File: src/rtl/clock_pkg.sv
// Shared constants and helpers for the digital clock set/mode controller.
package clock_pkg;

   localparam int unsigned HRS_W = 5;
   localparam int unsigned MIN_W = 6;

   localparam logic [HRS_W-1:0] HRS_MAX = HRS_W'(23);
   localparam logic [MIN_W-1:0] MIN_MAX = MIN_W'(59);

   // Controller state doubles as the externally visible mode code.
   typedef enum logic [1:0] {
      MODE_RUN     = 2'd0,
      MODE_SET_HRS = 2'd1,
      MODE_SET_MIN = 2'd2,
      MODE_COMMIT  = 2'd3
   } mode_e;

   // Hours increment with wrap 23 -> 0.
   function automatic logic [HRS_W-1:0] next_hrs(input logic [HRS_W-1:0] h);
      return (h == HRS_MAX) ? '0 : h + HRS_W'(1);
   endfunction

   // Minutes increment with wrap 59 -> 0.
   function automatic logic [MIN_W-1:0] next_min(input logic [MIN_W-1:0] m);
      return (m == MIN_MAX) ? '0 : m + MIN_W'(1);
   endfunction

endpackage

File: src/rtl/blink_timer.sv
// Blink phase divider: counts 0..BLINK_CYCLES-1 then toggles the phase.
// Ports:
//   clk, reset   clock, async active-low reset
//   clear        force counter to 0 and phase to "on" on the next edge
//   off_nxt_c    phase value the register takes at the next edge (1 = off/blank)
module blink_timer #(
   parameter int unsigned BLINK_CYCLES = 1,
   parameter int unsigned CNT_W        = 8
) (
   input  logic clk,
   input  logic reset,
   input  logic clear,
   output logic off_nxt_c
);

   logic [CNT_W-1:0] cnt_q;
   logic [CNT_W-1:0] cnt_d;
   logic             off_q;

   // Next counter/phase; exposed so the caller can register blanking in step.
   always_comb begin
      cnt_d     = cnt_q;
      off_nxt_c = off_q;
      if (clear) begin
         cnt_d     = '0;
         off_nxt_c = 1'b0;
      end else if (cnt_q == CNT_W'(BLINK_CYCLES - 1)) begin
         cnt_d     = '0;
         off_nxt_c = ~off_q;
      end else begin
         cnt_d = cnt_q + CNT_W'(1);
      end
   end

   always_ff @(posedge clk or negedge reset) begin
      if (!reset) begin
         cnt_q <= '0;
         off_q <= 1'b0;
      end else begin
         cnt_q <= cnt_d;
         off_q <= off_nxt_c;
      end
   end

endmodule

File: src/rtl/clock_set_controller.sv
// Mode/set controller for the digital clock: gates the datapath run enable,
// edits hours/minutes in shadow registers, commits them with a one-cycle load
// pulse, and supplies display values plus blink blanking.
// Ports:
//   clk, reset          clock, async active-low reset
//   btn_mode, btn_inc   single-cycle button pulses
//   cur_hrs, cur_min    live datapath time
//   run_en              datapath seconds-tick enable
//   load, load_hrs/min  commit pulse and values
//   disp_hrs/min        values to display (combinational mux)
//   blank_hrs/min       blank the corresponding digits this cycle
//   mode                0 RUN, 1 SET_HRS, 2 SET_MIN, 3 COMMIT
module clock_set_controller
   import clock_pkg::*;
#(
   parameter int unsigned BLINK_CYCLES   = 1,
   parameter int unsigned TIMEOUT_CYCLES = 30,
   parameter int unsigned CNT_W          = 8
) (
   input  logic             clk,
   input  logic             reset,
   input  logic             btn_mode,
   input  logic             btn_inc,
   input  logic [HRS_W-1:0] cur_hrs,
   input  logic [MIN_W-1:0] cur_min,
   output logic             run_en,
   output logic             load,
   output logic [HRS_W-1:0] load_hrs,
   output logic [MIN_W-1:0] load_min,
   output logic [HRS_W-1:0] disp_hrs,
   output logic [MIN_W-1:0] disp_min,
   output logic             blank_hrs,
   output logic             blank_min,
   output logic [1:0]       mode
);

   mode_e            state_q, state_d;
   logic [HRS_W-1:0] edit_hrs_q, edit_hrs_d;
   logic [MIN_W-1:0] edit_min_q, edit_min_d;
   logic [CNT_W-1:0] to_cnt_q, to_cnt_d;
   logic             run_en_d, load_d, blank_hrs_d, blank_min_d;
   logic             inc_acc_c, in_set_c, next_set_c, blink_clr_c, blink_off_c;

   blink_timer #(
      .BLINK_CYCLES (BLINK_CYCLES),
      .CNT_W        (CNT_W)
   ) u_blink (
      .clk       (clk),
      .reset     (reset),
      .clear     (blink_clr_c),
      .off_nxt_c (blink_off_c)
   );

   // Next state, edit registers, idle timeout and registered outputs.
   always_comb begin
      state_d    = state_q;
      edit_hrs_d = edit_hrs_q;
      edit_min_d = edit_min_q;
      to_cnt_d   = '0;
      inc_acc_c  = 1'b0;

      unique case (state_q)
         MODE_RUN: begin
            if (btn_mode) begin
               state_d    = MODE_SET_HRS;
               edit_hrs_d = cur_hrs;
               edit_min_d = cur_min;
            end
         end
         MODE_SET_HRS: begin
            // Mode wins over a simultaneous inc.
            if (btn_mode) begin
               state_d = MODE_SET_MIN;
            end else if (btn_inc) begin
               edit_hrs_d = next_hrs(edit_hrs_q);
               inc_acc_c  = 1'b1;
            end
         end
         MODE_SET_MIN: begin
            if (btn_mode) begin
               state_d = MODE_COMMIT;
            end else if (btn_inc) begin
               edit_min_d = next_min(edit_min_q);
               inc_acc_c  = 1'b1;
            end
         end
         MODE_COMMIT: state_d = MODE_RUN;
         default:     state_d = MODE_RUN;
      endcase

      // Idle timeout: abort to RUN without a load after TIMEOUT_CYCLES quiet cycles.
      in_set_c = (state_q == MODE_SET_HRS) || (state_q == MODE_SET_MIN);
      if (in_set_c && !btn_mode && !btn_inc) begin
         if (to_cnt_q == CNT_W'(TIMEOUT_CYCLES - 1)) begin
            state_d = MODE_RUN;
         end else begin
            to_cnt_d = to_cnt_q + CNT_W'(1);
         end
      end

      // Blink restarts "on" at state entry, on each accepted inc, and outside SET.
      next_set_c  = (state_d == MODE_SET_HRS) || (state_d == MODE_SET_MIN);
      blink_clr_c = inc_acc_c || (state_d != state_q) || !next_set_c;

      run_en_d    = (state_d == MODE_RUN);
      load_d      = (state_d == MODE_COMMIT);
      blank_hrs_d = (state_d == MODE_SET_HRS) && blink_off_c;
      blank_min_d = (state_d == MODE_SET_MIN) && blink_off_c;
   end

   always_ff @(posedge clk or negedge reset) begin
      if (!reset) begin
         state_q    <= MODE_RUN;
         edit_hrs_q <= '0;
         edit_min_q <= '0;
         to_cnt_q   <= '0;
         run_en     <= 1'b1;
         load       <= 1'b0;
         blank_hrs  <= 1'b0;
         blank_min  <= 1'b0;
      end else begin
         state_q    <= state_d;
         edit_hrs_q <= edit_hrs_d;
         edit_min_q <= edit_min_d;
         to_cnt_q   <= to_cnt_d;
         run_en     <= run_en_d;
         load       <= load_d;
         blank_hrs  <= blank_hrs_d;
         blank_min  <= blank_min_d;
      end
   end

   assign mode     = state_q;
   assign load_hrs = edit_hrs_q;
   assign load_min = edit_min_q;

   // Display the live time while running, the shadow values otherwise.
   assign disp_hrs = (state_q == MODE_RUN) ? cur_hrs : edit_hrs_q;
   assign disp_min = (state_q == MODE_RUN) ? cur_min : edit_min_q;

endmodule

File: config.mk
export PLATFORM = sky130hd
export DESIGN_NAME = clock_set_controller
export DESIGN_NICKNAME = d
export VERILOG_FILES = /design/src/rtl/clock_pkg.sv /design/src/rtl/blink_timer.sv /design/src/rtl/clock_set_controller.sv
export SDC_FILE = /design/constraint.sdc
export NUM_CORES = 1
export LEC_CHECK = 0
export CORE_ASPECT_RATIO = 0.75
export CORE_UTILIZATION = 55
export CTS_CLUSTER_DIAMETER = 40
export DETAILED_ROUTE_END_ITERATION = 12
export PLACE_DENSITY = 0.9
export RECOVER_POWER = 25
export SLEW_MARGIN = 10
export SYNTH_ARGS = -nofsm -noshare
export SYNTH_HDL_FRONTEND = slang
export SYNTH_SLANG_ARGS = --single-unit
File: constraint.sdc
create_clock -name clk -period 4.9 [get_ports clk]
set_input_delay 0.735 -clock clk [delete_from_list [all_inputs] [get_ports clk]]
set_output_delay 0.735 -clock clk [all_outputs]
set_load 0.03 [all_outputs]
======== Yosys cells after proc, flatten, opt, wreduce, memory -nomap -nowiden ========
Cells that the tools add are included.
operators by class
  add/subtract/negate cells ............... 4
  eq/ne operators ......................... 15
  mux-type cells .......................... 27
  bitwise operators ....................... 1
  reduce and logical (&&, ||, !) cells .... 19
operators with widths
  operator                                       count
  two-way mux 8 bit                              4
  two-way mux 6 bit                              5
  two-way mux 5 bit                              5
  adder 8 x 1 -> 8 bit, second input constant    2
  case mux 6 bit (2 select lines)                1
  two-way mux 2 bit                              5
  != test 2 bit, second input constant           5
  case mux 5 bit (2 select lines)                1
  == test 2 bit, second input constant           4
  == test 8 x 5 -> 1 bit, second input constant  1
  zero test 8 bit                                1
  case mux 2 bit (4 select lines)                1
  AND reduction 4 bit                            2
  adder 6 x 1 -> 6 bit, second input constant    1
  == test 6 bit, second input constant           1
  adder 5 x 1 -> 5 bit, second input constant    1
  == test 5 bit, second input constant           1
  two-way mux 1 bit                              5
  == test 2 x 1 -> 1 bit, second input constant  2
  logical AND 1 bit                              4
  zero test 2 bit                                2
  logical OR 1 bit                               4
  nonzero test 2 bit                             2
  zero test 1 bit                                3
  3 further kinds                                3
word-level totals
  flip-flop bits (word level) ............. 34
  input bits .............................. 15
  output and inout port bits .............. 28
  word-level logic and storage cells ...... 76

======== Longest topological paths before layout ========
  depth in word-level cells ............... 11
  mapped depth ............................ 11
  gate-level depth less buffers ........... 10

======== Cells and area by module ========
A second synthesis with hierarchy kept.
second synthesis, totals
  cells, all modules ...................... 208
  area, all modules ....................... 2074.5 um^2
by module, submodules not included
  module                times used  cells each  area each (um^2)  sequential area each (um^2)
  clock_set_controller  1           165         1642.8            626.9
  blink_timer           1           43          431.7             225.2

======== Worst setup path after synthesis ========
No wires, ideal clock.
  kind .................................... flip-flop to flip-flop
  start ................................... register state_q[0] (netlist: mode[0])
  end ..................................... register blank_min
  setup time .............................. 0.111 ns
  arrival time ............................ 2.833 ns
  data required time ...................... 4.789 ns
  path slack .............................. 1.955 ns
  stages on the path, launching flop included .. 10
  buffers on the path ..................... 0
  period minus slack after synthesis ...... 2.945 ns
  cell sequence ........................... dfrtp_1 inv_1 ha_1 nor3b_1 and3_1 nor3_1 ha_1 a311oi_2 nand2_1 a2111oi_2
between the ends
  cells in the longest elaborated chain, start to end .. 11
  elaborated cells between the ends (all ways) .. 24
  classes of those cells .................. eq/ne: 6; mux: 8; reduce/logical: 10
ends and longest elaborated chain
  element                                                                                  RTL line                                                  text
  from (decl)                                                                              clock_set_controller.sv:37                                mode_e state_q, state_d;
  from (signal assigned)                                                                   clock_set_controller.sv:122                               state_q <= state_d;
  parallel branches: the longest is 4 deep, another holds case mux 2 bit (4 select lines)  --
  two-way mux 2 bit (*)                                                                    clock_set_controller.sv:93                                if (in_set_c && !btn_mode && !btn_inc) begin
  named net state_d[0]                                                                     clock_set_controller.sv:37
  == test 2 x 1 -> 1 bit or == test 2 bit (tied branches)                                  clock_set_controller.sv:102, clock_set_controller.sv:108
  logical OR 1 bit                                                                         clock_set_controller.sv:102                               next_set_c = (state_d == MODE_SET_HRS) || (state_d == MODE_SET_MIN);
  zero test 1 bit                                                                          clock_set_controller.sv:103                               blink_clr_c = inc_acc_c || (state_d != state_q) || !next_set_c;
  logical OR 1 bit                                                                         clock_set_controller.sv:103
  two-way mux 1 bit                                                                        blink_timer.sv:24                                         if (clear) begin
  logical AND 1 bit (*)                                                                    clock_set_controller.sv:108                               blank_min_d = (state_d == MODE_SET_MIN) && blink_off_c;
  named net blank_min_d                                                                    clock_set_controller.sv:41                                logic run_en_d, load_d, blank_hrs_d, blank_min_d;
  to (signal assigned)                                                                     clock_set_controller.sv:129                               blank_min <= blank_min_d;
  to (decl)                                                                                clock_set_controller.sv:33                                output logic blank_min,
Mark *: on every way through the listed nets, which the timed path passes.
A chain may end at the register's enable or synchronous reset.

======== Worst setup path in the final report ========
  start ................................... register state_q[0] (netlist: mode[0])
  end ..................................... register blank_min
between the ends
  cells in the longest elaborated chain, start to end .. 11
  elaborated cells between the ends (all ways) .. 24
  classes of those cells .................. eq/ne: 6; mux: 8; reduce/logical: 10
ends and longest elaborated chain
  element                                                                                   RTL line
  parallel branches: the longest is 10 deep, another holds case mux 2 bit (4 select lines)  --
  logical AND 1 bit (*)                                                                     clock_set_controller.sv:108
  named net blank_min_d                                                                     clock_set_controller.sv:41
Marks and branches as above.

==> results_dict.tcl <==
set metrics [dict create \
    clockRootBuffer "sky130_fd_sc_hd__clkbuf_8" \
    synth.avg_cell_area_um2 9.93 \
    grt_pass1_vias 1593 \
    die_x_um 73.3 \
    cts_sinks 34 \
    floorplan.core_area_um2 3660 \
    cell_taking_the_most_area_after_synthesis "sky130_fd_sc_hd__dfrtp_1" \
    post_synth_inst_count 211 \
    pwr_dens_nw_per_um2 670 \
    crit_path_end_kind "register" \
    drcViolationCount 0 \
    timing.setup.critical_path_class "reg2reg" \
    timing.fmax_mhz 293 \
    final.period_utilization 0.697 \
    worstPathRequired_ns 5.07 \
    static_power_due_to_leakage_nw 1.13 \
    critPathMaxFanout 17 \
    worst_reg_to_reg_cells 10 \
    yosys_warnings 0 \
    run_status "complete, but fails checks" \
    ir_worst_vdd_mv 0.486 \
    synth_top_flop_cell "sky130_fd_sc_hd__dfrtp_1" \
    worstSetupEndpoint "blank_min" \
    cts_made_buffers 5 \
    cts-resized-gates 0 \
    grt_max_degree 35 \
    placed_cells_incl_taps 298 \
    worst-r2r-setup-slack_ns 1.48 \
    pin_count 43 \
    final_core_util 0.719 \
    seq_area_frac_synth 0.407 \
    setup_total_negative_slack_ns 0 \
    detail-route-antenna-nets 0 \
    holdPathStages 1 \
    starting_utilization_of_the_core_area 0.572 \
    gp_congestion 0.789 \
    worst_hold_path_type "reg2reg" \
    final_nets 280 \
    synth-seq-cells 34 \
    ctsHtreeMaxLevel 2 \
    drt-initial-drc-count 92 \
    drt_pass_1_iters 4 \
    maxCapViolations 1 \
    reg2reg_to "blank_min" \
    buffer_ports.inserted 42 \
    post_synth_num_cell_types 43 \
    syn-cell-area_um2 2090 \
    routed_wire_length_per_instance_um 14.0 \
    violations "capacitance limit, slew limit" \
    finClkSkew_ns 0.00297 \
    pre_cts_worst_setup_slack_ns 1.37 \
    relSlewSlack -0.204 \
    post_route_cells_drive_above_1_share 0.102 \
    n_antenna_cell 0 \
    grt.total_usage 0.234 \
    synth_fp_nets 238 \
    setup_ws_ns 1.48 \
    setup_repair_after_global_routing_missed_its_margin "false" \
    hold_path.startpoint "to_cnt_q[0]" \
    drt-total-wl_um 4280 \
    detailedPlacementHpwl_um 3020 \
    critPathLaunch "mode[0]" \
    worst_pin_slew_ns 1.81 \
    edff_count_synth 0 \
    finalHoldViolations 0 \
    worstSetupStartpointType "register" \
    via_per_inst 5.63 \
    yosys-top-cells-area "sky130_fd_sc_hd__dfrtp_1, sky130_fd_sc_hd__ha_1, sky130_fd_sc_hd__mux2_2" \
    grt_first_pass_wirelength_um 7310 \
    tritoncts "built" \
    postCtsHoldBufs 0 \
    asyncSetResetFlopFracSynth 1.00 \
    layout_min_cycle_time_ns 3.42 \
    detailroute.via_count 1723 \
    r2r_start "mode[0]" \
    die_span_y_um 55.4 \
    worst_skew_pair.late_latency_ns 0.28 \
    worst-endpoint-arrival_ns 3.59 \
    gr-total-overflow 0 \
    finalNonFillerCells 306 \
    num_rows 19 \
    number_of_slew_limit_violations_in_the_final_report 35 \
    die_area_um2 4060 \
    cts_setup_buffers 0 \
    cts.reportedPaths.clkPinSlew_ns 0.07 \
    synth_top_cell_area_share 0.394 \
    grt_antenna_before_repair 0 \
    clock_path_buffers 2 \
    synthToLayoutAreaGrowth_pct 25.6 \
    total_setup_violations_reported_at_the_end_of_the_flow 0 \
]
-- power breakdown --
group / total, mW / switching (mW) / internal, mW / leakage, nW
logic: 1.11 / 0.649 / 0.459 / 0.638
clock network: 0.214 / 0.100 / 0.113 / 0.0482
registers: 0.441 / 0.0867 / 0.354 / 0.443
total: 1.76 / 0.836 / 0.926 / 1.13
-- worst max-delay path, stage by stage, from the launching register on --
cell and delay [ns]:
sky130_fd_sc_hd__dfrtp_1 0.48, sky130_fd_sc_hd__inv_1 0.15, sky130_fd_sc_hd__ha_1 0.64, sky130_fd_sc_hd__o22ai_1 0.15, sky130_fd_sc_hd__a22o_1 0.31, sky130_fd_sc_hd__nor2_1 0.21
sky130_fd_sc_hd__inv_1 0.07, sky130_fd_sc_hd__ha_1 0.28, sky130_fd_sc_hd__a311oi_2 0.30, sky130_fd_sc_hd__nand2_1 0.29, sky130_fd_sc_hd__a2111oi_2 0.41
-- metal layers --
layer,vias to the layer above,wire [um],GRT usage,share of wire
li1,838,-,-,-
met1,819,2130,0.346,0.50
met2,61,1860,0.336,0.43
met3,5,253,0.0547,0.059
met4,0,39,0.0784,0.0091
met5,-,0,0,0
-- Yosys cell counts (all sizes together) (6+ instances only) --
master,count
ha,12
mux2,11
xor2,11
inv,16
nand2,14
nand3,12
nor2,18
buf,7
a21oi,7
a22o,8
and3,8
a211oi,6
dfrtp,33
o21ai,7
-- sequential cells by signal, summed over array words and instances (netlist names) --
name / cells
run_en: 1
to_cnt_q: 8
mode: 2
u_blink.cnt_q: 8
u_blink.off_q: 1
load_min: 6
blank_min: 1
blank_hrs: 1
load: 1
load_hrs: 5
-- how the worst min path moves through the flow --
stage                     slack [ns]     endpoint
final                           0.55  to_cnt_q[0]
after global routing            0.56  to_cnt_q[0]
after CTS                       0.55  to_cnt_q[0]
after detailed placement        0.53  to_cnt_q[4]
after global placement          0.52  to_cnt_q[4]
after floorplan                 0.44    blank_hrs
-- cells in the final DEF (no fill, tap or decap), drive strengths merged, types with 2 or more instances in the layout --
cell           count
nor3               2
o21a               2
ha                12
a22o               8
a2111oi            2
o221ai             3
and3               8
xnor2              2
o21ai              7
nand4              3
o32ai              3
dfrtp             33
mux2              11
a211oi             6
clkdlybuf4s50     41
mux2i              3
nor2              18
nand2             14
xor2              11
a21oi              7
clkbuf             8
nor4b              2
nand2b             5
inv               16
nand3             12
-- per-stage QoR --
step	total power, mW	hold slack [ns]	area, um2
finish	1.76	0.545	2630
global route	1.88	0.564	2630
CTS	1.77	0.548	2640
detailed placement	1.55	0.526	2540
global placement	1.53	0.516	2540
floorplan	1.21	0.439	2090
-- logic make-up after synthesis --
| kind of cell | synth area share |
|---|---|
| AO/OA/AOI/OAI | 0.168 |
| multiplexers | 0.0795 |
| buffers and inverters | 0.0496 |
| XOR/XNOR | 0.0544 |
| AND/OR/NAND/NOR | 0.170 |
| adder cells (fa/ha/maj) | 0.0717 |
| flip-flops | 0.407 |
-- area by class of cell --
type,count,area [um2]
Sequential cell,34,852
Multi-Input combinational cell,153,1140
Clock inverter,1,5.00
Timing Repair Buffer,43,424
Tap cell,52,65.1
Clock buffer,7,86.3
Fill cell,275,1030
Inverter,16,60.1
Note: power is estimated with default switching activity, not from simulation.
